==> src/rtl/key_scan_pkg.sv <==
`timescale 1ns/1ps
`default_nettype none
// ============================================================================
//  Module   : key_scan_pkg
//  Purpose  : Shared constants for the key scanner: key count, debounce
//             counter width, key-index width and event-type encoding.
//  Ports    : none (package)
//  Revision : 1.0  initial release
// ============================================================================
package key_scan_pkg;

   localparam int NUM_KEYS = 4;
   localparam int CNT_W    = 24;
   localparam int KEY_W    = $clog2(NUM_KEYS);

   // Event type carried on evt_press_o
   localparam logic EVT_PRESS   = 1'b1;
   localparam logic EVT_RELEASE = 1'b0;

endpackage : key_scan_pkg
`default_nettype wire

==> src/rtl/key_debounce.sv <==
`timescale 1ns/1ps
`default_nettype none
// ============================================================================
//  Module   : key_debounce
//  Purpose  : One push-button channel: two-flop synchroniser, stability
//             counter, debounced state and one-cycle press/release strobes.
//  Ports    : clk, rst         - system clock, synchronous active-high reset
//             key_n            - raw button level, active-low, asynchronous
//             key_state        - debounced state, active-high, one cycle
//                                after the internal debounced bit flips
//             press_stb        - strobe on the cycle a press is accepted
//             release_stb      - strobe on the cycle a release is accepted
//  Revision : 1.0  initial release
// ============================================================================
module key_debounce
   import key_scan_pkg::*;
#(
   parameter logic [CNT_W-1:0] DEBOUNCE_CNT = 24'd1_000_000
) (
   input  logic clk,
   input  logic rst,
   input  logic key_n,
   output logic key_state,
   output logic press_stb,
   output logic release_stb
);

   localparam logic [CNT_W-1:0] CNT_LAST = DEBOUNCE_CNT - CNT_W'(1);

   logic             sync_meta;
   logic             sync_lvl;
   logic             db;
   logic [CNT_W-1:0] cnt;
   logic             pressed;
   logic             done;

   assign pressed = ~sync_lvl;
   // The level has disagreed with the debounced state long enough: accept it.
   assign done    = (pressed != db) && (cnt == CNT_LAST);

   assign press_stb   = done & ~db;
   assign release_stb = done &  db;

   always_ff @(posedge clk) begin
      if (rst) begin
         sync_meta <= 1'b1;
         sync_lvl  <= 1'b1;
         db        <= 1'b0;
         cnt       <= '0;
         key_state <= 1'b0;
      end else begin
         sync_meta <= key_n;
         sync_lvl  <= sync_meta;
         key_state <= db;
         if (pressed == db) begin
            // Any return to the accepted level restarts the count, so short
            // glitches never get through.
            cnt <= '0;
         end else if (done) begin
            db  <= ~db;
            cnt <= '0;
         end else begin
            cnt <= cnt + CNT_W'(1);
         end
      end
   end

endmodule : key_debounce
`default_nettype wire

==> src/rtl/key_scan.sv <==
`timescale 1ns/1ps
`default_nettype none
// ============================================================================
//  Module   : key_scan
//  Purpose  : Debounces four active-low push buttons and reports press /
//             release events through a valid/ready output register.
//  Ports    : clk, rst         - system clock, synchronous active-high reset
//             key_i[3:0]       - raw buttons, active-low, asynchronous
//             key_o[3:0]       - debounced key state, active-high
//             evt_valid_o      - event available
//             evt_ready_i      - consumer accepts the event this cycle
//             evt_key_o[1:0]   - key index of the event
//             evt_press_o      - 1 = press, 0 = release
//             ovf_o            - sticky: an event was lost
//  Revision : 1.0  initial release
// ============================================================================
module key_scan
   import key_scan_pkg::*;
#(
   parameter logic [CNT_W-1:0] DEBOUNCE_CNT = 24'd1_000_000
) (
   input  logic                clk,
   input  logic                rst,
   input  logic [NUM_KEYS-1:0] key_i,
   output logic [NUM_KEYS-1:0] key_o,
   output logic                evt_valid_o,
   input  logic                evt_ready_i,
   output logic [KEY_W-1:0]    evt_key_o,
   output logic                evt_press_o,
   output logic                ovf_o
);

   logic [NUM_KEYS-1:0] press_stb;
   logic [NUM_KEYS-1:0] release_stb;
   logic [NUM_KEYS-1:0] pend_press;
   logic [NUM_KEYS-1:0] pend_rel;
   logic [NUM_KEYS-1:0] rel_first;   // 1: pending release is older than pending press
   logic [NUM_KEYS-1:0] set_press;
   logic [NUM_KEYS-1:0] set_rel;
   logic [NUM_KEYS-1:0] lost_press;
   logic [NUM_KEYS-1:0] lost_rel;
   logic [NUM_KEYS-1:0] clr_press;
   logic [NUM_KEYS-1:0] clr_rel;
   logic                load;
   logic                sel_found;
   logic [KEY_W-1:0]    sel_key;
   logic                sel_press;

   generate
      for (genvar k = 0; k < NUM_KEYS; k++) begin : g_key
         key_debounce #(
            .DEBOUNCE_CNT (DEBOUNCE_CNT)
         ) u_debounce (
            .clk         (clk),
            .rst         (rst),
            .key_n       (key_i[k]),
            .key_state   (key_o[k]),
            .press_stb   (press_stb[k]),
            .release_stb (release_stb[k])
         );
      end
   endgenerate

   // A strobe is lost if the same event type for that key is already
   // pending or currently sitting in the output register.
   always_comb begin
      lost_press = '0;
      lost_rel   = '0;
      for (int k = 0; k < NUM_KEYS; k++) begin
         lost_press[k] = press_stb[k] &
                         (pend_press[k] | (evt_valid_o && evt_key_o == KEY_W'(k) &&
                                           evt_press_o == EVT_PRESS));
         lost_rel[k]   = release_stb[k] &
                         (pend_rel[k]   | (evt_valid_o && evt_key_o == KEY_W'(k) &&
                                           evt_press_o == EVT_RELEASE));
      end
      set_press = press_stb   & ~lost_press;
      set_rel   = release_stb & ~lost_rel;
   end

   // Fixed priority: scan downward so the lowest pending key wins.
   always_comb begin
      load      = ~evt_valid_o | evt_ready_i;
      sel_found = 1'b0;
      sel_key   = '0;
      sel_press = EVT_PRESS;
      clr_press = '0;
      clr_rel   = '0;
      for (int k = NUM_KEYS - 1; k >= 0; k--) begin
         if (pend_press[k] || pend_rel[k]) begin
            sel_found = 1'b1;
            sel_key   = KEY_W'(k);
            if (pend_press[k] && pend_rel[k]) begin
               sel_press = rel_first[k] ? EVT_RELEASE : EVT_PRESS;
            end else begin
               sel_press = pend_press[k] ? EVT_PRESS : EVT_RELEASE;
            end
         end
      end
      if (load && sel_found) begin
         if (sel_press == EVT_PRESS) begin
            clr_press[sel_key] = 1'b1;
         end else begin
            clr_rel[sel_key]   = 1'b1;
         end
      end
   end

   always_ff @(posedge clk) begin
      if (rst) begin
         pend_press  <= '0;
         pend_rel    <= '0;
         rel_first   <= '0;
         evt_valid_o <= 1'b0;
         evt_key_o   <= '0;
         evt_press_o <= EVT_RELEASE;
         ovf_o       <= 1'b0;
      end else begin
         pend_press <= (pend_press & ~clr_press) | set_press;
         pend_rel   <= (pend_rel   & ~clr_rel)   | set_rel;
         // The newest strobe marks the other type (if pending) as older.
         rel_first  <= (rel_first | press_stb) & ~release_stb;
         ovf_o      <= ovf_o | (|lost_press) | (|lost_rel);
         if (load) begin
            evt_valid_o <= sel_found;
            if (sel_found) begin
               evt_key_o   <= sel_key;
               evt_press_o <= sel_press;
            end
         end
      end
   end

endmodule : key_scan
`default_nettype wire

==> config.mk <==
export PLATFORM = sky130hd
export DESIGN_NAME = key_scan
export DESIGN_NICKNAME = d
export VERILOG_FILES = /design/src/rtl/key_scan_pkg.sv /design/src/rtl/key_debounce.sv /design/src/rtl/key_scan.sv
export SDC_FILE = /design/constraint.sdc
export NUM_CORES = 1
export LEC_CHECK = 0
export CORE_MARGIN = 2
export CORE_UTILIZATION = 45
export CTS_BUF_LIST = sky130_fd_sc_hd__clkbuf_4
export CTS_CLUSTER_DIAMETER = 60
export DETAILED_ROUTE_END_ITERATION = 12
export GPL_TIMING_DRIVEN = 0
export MAX_ROUTING_LAYER = met4
export PLACE_DENSITY_LB_ADDON = 0.25
export SLEW_MARGIN = 40
export SYNTH_ARGS = -nofsm -noshare
export SYNTH_HDL_FRONTEND = slang
export SYNTH_HIERARCHICAL = 1
export SYNTH_SLANG_ARGS = --single-unit
==> constraint.sdc <==
create_clock -name clk -period 2.4 [get_ports clk]
set_input_delay 0.72 -clock clk [delete_from_list [all_inputs] [get_ports clk]]
set_output_delay 0.72 -clock clk [all_outputs]
set_load 0.01 [all_outputs]
==> results.sh, run 1 <==
export IMPL_run_status="completed"
export IMPL_die_height_um=118.1
export IMPL_ctsRootBufferMaster="sky130_fd_sc_hd__clkbuf_4"
export IMPL_synth_top_area_cell="sky130_fd_sc_hd__dfxtp_1"
export IMPL_area_growth_syn_to_layout_pct=11.06
export IMPL_worstPathRequired_ns=2.87
export IMPL_syn_instance_count=678
export IMPL_first_global_vias=4647
export IMPL_clock_tree_buffer_depth=2
export IMPL_worst_margin_pin_slew_ns=0.4915
export IMPL_setup_violations_final=0
export IMPL_power_clock_fraction_pct=34.5
export IMPL_io_pins=16
export IMPL_max_vdd_ir_drop_v=0.0002702
export IMPL_grt_pass1_wl_um=20650
export IMPL_portBuffers=15
export IMPL_synth_edf_count=0
export IMPL_clock_latency_ns=0.54
export IMPL_p_int_uw=2590
export IMPL_nNetsFinal=723
export IMPL_routedWlPerCell_um=13.01
export IMPL_globalRoute_totalOverflow=0
export IMPL_yosysTopAreaCellShare_pct=44.06
export IMPL_post_cts_setup_buffers=0
export IMPL_synth_fp_nets=689
export IMPL_timing_critical_path_slowest_cell_delay_ns=0.57
export IMPL_grt_antenna_before_repair=1
export IMPL_layout_drive_gt1_share_pct=13.10
export IMPL_hold_violations=0
export IMPL_fmaxAchievable_ghz=0.4444
export IMPL_synth_yosys_seq_area_share_pct=44.06
export IMPL_ys_ff_latch=129
export IMPL_worstSetupPathType="reg -> reg"
export IMPL_critical_path_peak_fanout=4
export IMPL_slew_violations=0
export IMPL_drtPass1Iterations=6
export IMPL_number_of_buffers_created_by_cts=17
export IMPL_placement_setup_worst_slack_ns=-0.4194
export IMPL_postSynthAreaPerCell_um2=8.644
export IMPL_worst_r2r_cell_count=8
export IMPL_setup_slack_ns=0.1498
export IMPL_post_synth_most_frequent_cells="sky130_fd_sc_hd__dfxtp_1 (129), sky130_fd_sc_hd__nor2_1 (111), sky130_fd_sc_hd__xnor2_1 (52)"
export IMPL_cellLeakagePower_uw=0.001932
export IMPL_p_sw_uw=772.7
export IMPL_viasPerCell=5.416
export IMPL_reg2reg_to="pend_press[1]"
export IMPL_route_final_wire_length_um=11690
export IMPL_power_share_combinational_pct=1.5
export IMPL_power_density_cell_area_nw_per_um2=516.7
export IMPL_dieArea_um2=13950
export IMPL_timing_critical_path_arrival_ns=2.72
export IMPL_dpl_hpwl_um=8309
export IMPL_timing_reg2reg_setup_slack_ns=0.15
export IMPL_initial_core_utilization_pct=46.25
export IMPL_synth_cell_types=49
export IMPL_nFillCells=1196
export IMPL_synth_warning_count=6
export IMPL_worstSetupEndpointType="flip-flop"
export IMPL_p_sw_share_pct=22.98
export IMPL_timing_critical_path_slowest_stage_cell="sky130_fd_sc_hd__or4_4"
export IMPL_setup_tns_ns=0
export IMPL_rsz0062_at_grt="false"
export IMPL_initialDrtViolationCount=182
export IMPL_worst_setup_path_start_kind="flip-flop"
export IMPL_hold_path_endpoint="g_key[0].u_debounce/sync_lvl"
export IMPL_floorplan_core_area_um2=12670
export IMPL_synth_flop_cell="sky130_fd_sc_hd__dfxtp_1"
export IMPL_via_count=4869
export IMPL_hp_start="g_key[0].u_debounce/sync_meta"
export IMPL_antenna_violating_nets_post_route=0
export IMPL_ctsHtreeMaxLevel=4
export IMPL_synthMostInstantiatedCell="sky130_fd_sc_hd__dfxtp_1"
export IMPL_grt_usage_pct=18.46
export IMPL_fin_crit_ns=2.250
export IMPL_finish_instance_area_um2=6509
export IMPL_clock_skew_final_ns=0.01297
export IMPL_std_cell_rows=41
export IMPL_crit_path_cell_trace="ha_4 > nand2_1 > or4_4 > or3_1 > inv_1 > nor3b_4 > nor3_1 > a211oi_2"
export IMPL_min_path_cells=1
export IMPL_remaining_drc_errors=0
export IMPL_critPathBufInv=1
export IMPL_cts_num_sinks=129
export IMPL_synth_top_cells_by_area="sky130_fd_sc_hd__dfxtp_1 (44%), sky130_fd_sc_hd__xnor2_1 (7.8%), sky130_fd_sc_hd__nor2_1 (7.1%)"
export IMPL_min_delay_path_class="reg -> reg"
export IMPL_grt_start_max_net_pins=22
export IMPL_postPlaceCellArea_um2=6226
export IMPL_netlist_area_um2=5861
export IMPL_async_reset_ff_share_pct=0
export IMPL_rr_startpoint="g_key[1].u_debounce/cnt[1]"
export IMPL_drv_cap=0
export IMPL_clkTransAtPathRegs_ns=0.10
export IMPL_seq_power_share_pct=64.0
export IMPL_gp_routability_congestion=0.8611
export IMPL_cts_tree="yes"
export IMPL_cell_family_with_most_cp_delay="simple AND/OR/NAND/NOR gates"
export IMPL_timing_max_slew_rel_slack_pct=66.98
export IMPL_die_width_um=118.1
export IMPL_layout_worst_path_cycle_share_pct=93.76
==> metrics by stage <==
stage	power (µW)	util [%]	std cells	hold WS, ns
after CTS	3427	50.81	897	0.4168
after detailed placement	2252	49.14	865	0.4001
after global routing	3533	51.37	899	0.4227
final	3363	51.37	899	0.4105
after global placement	2250	49.14	865	0.3924
after floorplan	2227	-	678	0.3895
==> cell usage in the layout (no fill, tap or decap), types with 11 or more instances in the layout <==
cell and n:
sky130_fd_sc_hd__nand3_1 25, sky130_fd_sc_hd__inv_1 29, sky130_fd_sc_hd__dfxtp_1 122, sky130_fd_sc_hd__nor4_1 20
sky130_fd_sc_hd__xor2_1 12, sky130_fd_sc_hd__buf_2 11, sky130_fd_sc_hd__clkbuf_4 21, sky130_fd_sc_hd__nand2_1 34
sky130_fd_sc_hd__nor3_1 21, sky130_fd_sc_hd__nand4_1 20, sky130_fd_sc_hd__or3_1 32, sky130_fd_sc_hd__clkdlybuf4s50_1 14
sky130_fd_sc_hd__nor2_1 111, sky130_fd_sc_hd__a21oi_1 40, sky130_fd_sc_hd__xnor2_1 52, sky130_fd_sc_hd__o21ai_0 36
==> power by group through the flow <==
stage,Sequential (µW),Clock [µW],Combinational [µW]
after detailed placement,2200,0,50.9
after CTS,2150,1220,51.2
after floorplan,2200,0,27.3
after global routing,2150,1320,57.0
final,2150,1160,50.0
after global placement,2200,0,50.0
==> registers in the layout, summed over array words and instances, names as in the netlist <==
name / flops
evt_key_o: 2
ovf_o: 1
g_key.u_debounce/sync_meta: 4
g_key.u_debounce/sync_lvl: 4
rel_first: 4
pend_rel: 4
evt_valid_o: 1
g_key.u_debounce/db: 4
evt_press_o: 1
g_key.u_debounce/cnt: 96
pend_press: 4
g_key.u_debounce/key_state: 4
==> final cells by class <==
cell class	instances	area [µm²]	area share, %
Sequential cell	129	2594	39.85
Buffer	20	102.6	1.576
Multi-Input combinational cell	500	3133	48.14
Clock buffer	21	157.7	2.422
Antenna cell	2	5.005	0.07689
Tap cell	172	215.2	3.306
Inverter	29	108.9	1.672
Clock inverter	11	47.55	0.7305
Timing Repair Buffer	15	145.1	2.230
==> worst reg2reg max path: cells and delay by family, from the launching register on <==
| kind | cells | cell delay, ns |
|---|---|---|
| flops | 1 | 0.41 |
| compound gates | 1 | 0.21 |
| fa+ha+maj | 1 | 0.18 |
| buf+inv | 1 | 0.11 |
| simple gates | 5 | 1.26 |
==> per-layer routing <==
layer	global-route usage, %	wire length (µm)	up-vias
li1	-	-	2481
met1	21.72	5306	2301
met2	29.84	5773	66
met3	4.506	361	21
met4	8.283	252	0
met5	-	0	-
==> worst max path at each step <==
stage                                          start            end  slack [ns]  cells after the start
final                     g_key[1].u_debounce/cnt[1]  pend_press[1]        0.15                      8
after global placement                           rst    evt_valid_o       -0.40                      4
after global routing      g_key[1].u_debounce/cnt[1]  pend_press[1]       0.004                      8
after detailed placement                         rst    evt_valid_o       -0.42                      4
after floorplan           g_key[1].u_debounce/cnt[0]  pend_press[1]        0.18                      8
after CTS                 g_key[3].u_debounce/cnt[0]          ovf_o      0.0005                      9
==> kinds of logic (layout without fill, tap and decap cells) <==
| family | count (synthesis) | count (layout) | share of synthesized area [%] |
|---|---|---|---|
| AO/OA/AOI/OAI | 105 | 105 | 10.89 |
| XOR/XNOR | 64 | 64 | 9.565 |
| AND/OR/NAND/NOR | 326 | 326 | 30.85 |
| adder cells (fa/ha/maj) | 4 | 4 | 0.8540 |
| multiplexers | 1 | 1 | 0.1708 |
| other | 0 | 2 | 0 |
| flip-flops | 129 | 129 | 44.06 |
| buffers and inverters | 49 | 96 | 3.608 |
==> timing repair <==
| action | in CTS | in global routing |
|---|---|---|
| hold endpoints to repair | 0 | 0 |
| hold buffers | 0 | 0 |
| pin swaps | 0 | 1 |
| setup endpoints to repair | 1 | 4 |
| resized for setup | 2 | 19 |
Note: power is estimated with default switching activity, not from simulation.
==> inputs of run 2 (changes only) <==
REMOVE_ABC_BUFFERS = 1   (was default)
==> run 2 against run 1 <==
  * Clock power shrank 3%
  * Clock-buffer cell count increased by 2
  * Core utilization down 0.89 points
  * Power decreased by 1.4%
  * Largest cell class unchanged
  * Highest routed layer unchanged
==> results.sh, run 2 (same netlist as run 1, synthesis figures left out) <==
export IMPL_worstPathRequired_ns=1.68
export IMPL_nNetsFinal=703
export IMPL_portBuffers=15
export IMPL_n_antenna_cell=0
export IMPL_first_global_vias=4359
export IMPL_dpl_hpwl_um=7869
export IMPL_rsz0062_at_grt="false"
export IMPL_most_common_layout_cells="sky130_fd_sc_hd__dfxtp_1 (122), sky130_fd_sc_hd__nor2_1 (111), sky130_fd_sc_hd__xnor2_1 (52)"
export IMPL_worstSetupEndpointType="output port"
export IMPL_placedCellCount=845
export IMPL_ctsRootBufferMaster="sky130_fd_sc_hd__clkbuf_4"
export IMPL_viasPerCell=5.443
export IMPL_setup_tns_ns=0
export IMPL_crit_path_cell_trace="clkdlybuf4s50_1"
export IMPL_setup_violations_final=0
export IMPL_layout_drive_gt1_share_pct=11.43
export IMPL_timing_critical_path_slowest_stage_cell="sky130_fd_sc_hd__clkdlybuf4s50_1"
export IMPL_cts_tree="yes"
export IMPL_via_count=4746
export IMPL_gp_routability_congestion=0.8785
export IMPL_placement_setup_worst_slack_ns=-0.06074
export IMPL_remaining_drc_errors=0
export IMPL_critical_path_peak_fanout=6
export IMPL_timing_critical_path_slowest_cell_delay_ns=0.59
export IMPL_max_ffs_per_register=96
export IMPL_post_cts_hold_buffer_count=0
export IMPL_drv_cap=0
export IMPL_clock_latency_ns=0.52
export IMPL_hp_start="g_key[2].u_debounce/sync_meta"
export IMPL_min_delay_path_class="reg -> reg"
export IMPL_globalRoute_totalOverflow=0
export IMPL_timing_critical_path_arrival_ns=1.56
export IMPL_worst_setup_path_start_kind="flip-flop"
export IMPL_fin_crit_ns=2.277
export IMPL_dieArea_um2=13950
export IMPL_fmaxAchievable_ghz=0.4391
export IMPL_io_pins=16
export IMPL_slew_violations=0
export IMPL_post_cts_setup_buffers=0
export IMPL_timing_hold_ws_ns=0.4148
export IMPL_die_width_um=118.1
export IMPL_cellLeakagePower_uw=0.001871
export IMPL_layout_worst_path_cycle_share_pct=94.89
export IMPL_area_growth_syn_to_layout_pct=9.137
export IMPL_grt_pass1_wl_um=19560
export IMPL_cell_family_with_most_cp_delay="buffers and inverters"
export IMPL_die_height_um=118.1
export IMPL_grt_usage_pct=17.47
export IMPL_critPathBufInv=1
export IMPL_route_final_wire_length_um=11340
export IMPL_run_status="completed"
export IMPL_ctsHtreeMaxLevel=4
export IMPL_clkTransAtPathRegs_ns=0.09
export IMPL_fin_util_pct=50.48
export IMPL_rr_startpoint="g_key[2].u_debounce/cnt[1]"
export IMPL_clock_skew_final_ns=0.01346
export IMPL_timing_max_slew_rel_slack_pct=55.80
export IMPL_drtPass1Iterations=4
export IMPL_hold_violations=0
export IMPL_final_common_cell="sky130_fd_sc_hd__dfxtp_1"
export IMPL_grt_start_max_net_pins=38
export IMPL_initial_core_utilization_pct=46.25
export IMPL_final_cells=872
export IMPL_std_cell_rows=41
export IMPL_routedWlPerCell_um=13.00
export IMPL_worstSetupPathType="reg -> out"
export IMPL_cts_num_sinks=129
export IMPL_initialDrtViolationCount=253
export IMPL_power_density_cell_area_nw_per_um2=518.6
export IMPL_setup_slack_ns=0.1225
export IMPL_max_vdd_ir_drop_v=0.0003048
export IMPL_number_of_buffers_created_by_cts=17
export IMPL_floorplan_core_area_um2=12670
export IMPL_worst_margin_pin_slew_ns=0.6630
export IMPL_timing_critical_path_from="evt_valid_o"
export IMPL_clock_tree_buffer_depth=2
export IMPL_antenna_violating_nets_post_route=0
export IMPL_grt_antenna_before_repair=0
export IMPL_registers_top_by_ff_count="g_key.u_debounce/cnt"
## run 2: layout make-up
cell class                      instances  area (µm²)
Clock buffer                           23       172.7
Sequential cell                       129        2591
Clock inverter                          4       16.27
Inverter                               29       108.9
Multi-Input combinational cell        500        3147
Timing Repair Buffer                   15       145.1
Fill cell                            1226        6275
Tap cell                              172       215.2
## run 2: per-layer routing
metal / global-route usage, % / share of wire [%] / vias to the layer above / wire length (µm)
met2: 27.20 / 47 / 68 / 5322
li1: - / - / 2434 / -
met5: - / 0 / - / 0
met1: 21.25 / 48 / 2231 / 5430
met4: 6.551 / 1.5 / 0 / 174
met3: 5.378 / 3.6 / 13 / 411
## run 2: through the flow
step	area [µm²]	total power, µW
3_5_place_dp	6148	2246
5_1_grt	6396	3468
3_3_place_gp	6123	2244
6_report	6396	3317
4_1_cts	6350	3376
2_1_floorplan	5758	2219
## run 2: final timing paths
check / cells past startpoint / to / slack, ns
worst min register to register: 1 / g_key[2].u_debounce/sync_lvl / 0.41
worst min-delay path: 1 / g_key[2].u_debounce/sync_lvl / 0.41
worst max-delay path: 1 / evt_valid_o / 0.12
worst max register to register: 9 / ovf_o / 0.16
## run 2: worst register-to-register path: stages (launching register included)
cell and delay, ns:
sky130_fd_sc_hd__dfxtp_1 0.40, sky130_fd_sc_hd__ha_4 0.18, sky130_fd_sc_hd__nand2_1 0.08, sky130_fd_sc_hd__or4_4 0.58, sky130_fd_sc_hd__or3_1 0.35, sky130_fd_sc_hd__inv_1 0.12
sky130_fd_sc_hd__inv_1 0.05, sky130_fd_sc_hd__o221ai_1 0.20, sky130_fd_sc_hd__a2111oi_1 0.08, sky130_fd_sc_hd__a31oi_1 0.14
## run 2: power breakdown
part | switching [µW] | internal, µW | total, µW
registers | 4.12 | 2150 | 2150
logic | 28.4 | 16.5 | 44.9
clock network | 682 | 439 | 1120
total | 714 | 2600 | 3320
## run 2: timing repair
item / CTS / global route
pin swaps: 0 / 1
endpoints found under the setup margin: 4 / 5
gates cloned: 0 / 0
gates resized for setup: 5 / 14
==> inputs of run 3 (changes only) <==
clock period = 2.46 ns   (was 2.4 ns; I/O delays follow)
==> run 3 against run 2 <==
  * Global-route usage unchanged
  * Hold slack got worse by 0.0012 ns
  * Critical endpoint is now ovf_o
  * Critical path type is now reg -> reg
  * Sequential power decreased by 2%
==> results.sh, run 3 (same netlist as run 1, synthesis figures left out) <==
export IMPL_run_status="completed"
export IMPL_grt_start_max_net_pins=38
export IMPL_layout_drive_gt1_share_pct=10.71
export IMPL_floorplan_core_area_um2=12670
export IMPL_grt_pass1_wl_um=19560
export IMPL_postPlaceCellArea_um2=6148
export IMPL_final_common_cell="sky130_fd_sc_hd__dfxtp_1"
export IMPL_drv_cap=0
export IMPL_std_cell_rows=41
export IMPL_ctsHtreeMaxLevel=4
export IMPL_grt_util_met3_pct=5.378
export IMPL_gp_routability_congestion=0.8785
export IMPL_cellLeakagePower_uw=0.001871
export IMPL_via_count=4735
export IMPL_nFillCells=1223
export IMPL_grt_antenna_before_repair=0
export IMPL_layout_worst_path_cycle_share_pct=93.47
export IMPL_antenna_violating_nets_post_route=0
export IMPL_nNetsFinal=703
export IMPL_die_width_um=118.1
export IMPL_power_density_cell_area_nw_per_um2=507.0
export IMPL_groute_layer_met2_usage_pct=27.20
export IMPL_io_pins=16
export IMPL_n_antenna_cell=0
export IMPL_number_of_buffers_created_by_cts=17
export IMPL_fmaxAchievable_ghz=0.4349
export IMPL_clock_tree_buffer_depth=2
export IMPL_reg2reg_to="ovf_o"
export IMPL_worst_margin_pin_slew_ns=0.6588
export IMPL_remaining_drc_errors=0
export IMPL_clkTransAtPathRegs_ns=0.10
export IMPL_routedWlPerCell_um=13.01
export IMPL_final_cells=872
export IMPL_timing_reg2reg_setup_slack_ns=0.16
export IMPL_worst_setup_path_start_kind="flip-flop"
export IMPL_initial_core_utilization_pct=46.25
export IMPL_setup_violations_final=0
export IMPL_cts_tree="yes"
export IMPL_portBuffers=15
export IMPL_viasPerCell=5.430
export IMPL_max_ffs_per_register=96
export IMPL_ctsRootBufferMaster="sky130_fd_sc_hd__clkbuf_4"
export IMPL_hp_start="g_key[3].u_debounce/sync_meta"
export IMPL_rsz0062_at_grt="false"
export IMPL_timing_critical_path_from="g_key[2].u_debounce/cnt[0]"
export IMPL_route_final_wire_length_um=11350
export IMPL_initialDrtViolationCount=241
export IMPL_dpl_hpwl_um=7869
export IMPL_post_cts_hold_buffer_count=0
export IMPL_critical_path_peak_fanout=4
export IMPL_rr_startpoint="g_key[2].u_debounce/cnt[0]"
export IMPL_most_common_layout_cells="sky130_fd_sc_hd__dfxtp_1 (126), sky130_fd_sc_hd__nor2_1 (111), sky130_fd_sc_hd__xnor2_1 (52)"
export IMPL_grt_use_met1_pct=21.25
export IMPL_cts_num_sinks=129
export IMPL_dieArea_um2=13950
export IMPL_worst_r2r_cell_count=9
export IMPL_finish_instance_area_um2=6381
export IMPL_worstPathRequired_ns=2.90
export IMPL_max_vdd_ir_drop_v=0.0002970
export IMPL_slew_violations=0
export IMPL_worstSetupEndpointType="flip-flop"
export IMPL_worstSetupPathType="reg -> reg"
export IMPL_fin_crit_ns=2.299
export IMPL_clock_latency_ns=0.52
export IMPL_first_global_vias=4359
export IMPL_hold_path_endpoint="g_key[3].u_debounce/sync_lvl"
export IMPL_timing_critical_path_arrival_ns=2.74
export IMPL_min_path_cells=1
export IMPL_timing_max_slew_rel_slack_pct=56.08
export IMPL_power_uw=3235
export IMPL_placedCellCount=845
export IMPL_min_delay_path_class="reg -> reg"
export IMPL_globalRoute_totalOverflow=0
export IMPL_area_growth_syn_to_layout_pct=8.881
export IMPL_registers_top_by_ff_count="g_key.u_debounce/cnt"
export IMPL_die_height_um=118.1
export IMPL_busiest_layer="met2"
export IMPL_clock_skew_final_ns=0.01516
export IMPL_grt_usage_pct=17.47
export IMPL_drtPass1Iterations=5
export IMPL_hold_violations=0
-- run 3: cell types whose count changed in the layout (fill, tap and decap cells not counted) --
cell	previous run	this run
sky130_fd_sc_hd__inv_1	28	29
sky130_fd_sc_hd__ha_4	2	1
sky130_fd_sc_hd__dfxtp_1	122	126
sky130_fd_sc_hd__dfxtp_2	7	3
sky130_fd_sc_hd__inv_2	1	0
sky130_fd_sc_hd__ha_2	2	3
-- run 3: area by class of cell --
| cell class | count | area (µm²) | area share, % |
|---|---|---|---|
| Timing Repair Buffer | 15 | 145.1 | 2.275 |
| Inverter | 29 | 108.9 | 1.706 |
| Multi-Input combinational cell | 500 | 3137 | 49.16 |
| Clock inverter | 4 | 16.27 | 0.2549 |
| Tap cell | 172 | 215.2 | 3.373 |
| Clock buffer | 23 | 172.7 | 2.706 |
| Sequential cell | 129 | 2586 | 40.53 |
-- run 3: critical path: stages (launching register included) --
cell	delay, ns
sky130_fd_sc_hd__dfxtp_1	0.39
sky130_fd_sc_hd__ha_2	0.24
sky130_fd_sc_hd__nand2_1	0.09
sky130_fd_sc_hd__or4_4	0.58
sky130_fd_sc_hd__or3_1	0.35
sky130_fd_sc_hd__inv_1	0.11
sky130_fd_sc_hd__inv_1	0.05
sky130_fd_sc_hd__o221ai_1	0.20
sky130_fd_sc_hd__a2111oi_1	0.08
sky130_fd_sc_hd__a31oi_1	0.14
-- run 3: metal layers --
metal	part of all wire, %	vias up
met4	1.5	0
met1	48	2218
li1	-	2430
met5	0	-
met2	47	74
met3	3.6	13
-- run 3: worst max path at each step --
stage | to | cells after the start
after floorplan | pend_press[1] | 8
after global placement | g_key[2].u_debounce/cnt[3] | 4
after detailed placement | pend_press[1] | 8
after CTS | evt_press_o | 1
after global routing | ovf_o | 9
final | ovf_o | 9
-- run 3: per-stage QoR --
| step | TNS (ns) | utilization [%] | hold slack (ns) | setup slack, ns |
|---|---|---|---|---|
| floorplan | 0 | - | 0.3895 | 0.2406 |
| CTS | 0 | 50.05 | 0.4165 | 0.009216 |
| detailed placement | -0.0007367 | 48.52 | 0.3932 | -0.0007367 |
| global route | 0 | 50.36 | 0.4196 | 0.0004003 |
| finish | 0 | 50.36 | 0.4137 | 0.1607 |
| global placement | -42.69 | 48.33 | 0.3932 | -0.4610 |
-- run 3: power breakdown --
part | total [µW] | switching (µW) | internal (µW)
Clock | 1090 | 665 | 428
Combinational | 43.5 | 27.6 | 15.9
Sequential | 2100 | 3.81 | 2090
-- run 3: timing repair --
item / in CTS / in global routing
buffers inserted: 0 / 0
pin swaps: 0 / 0
gates resized for setup: 1 / 12
endpoints found under the setup margin: 1 / 6
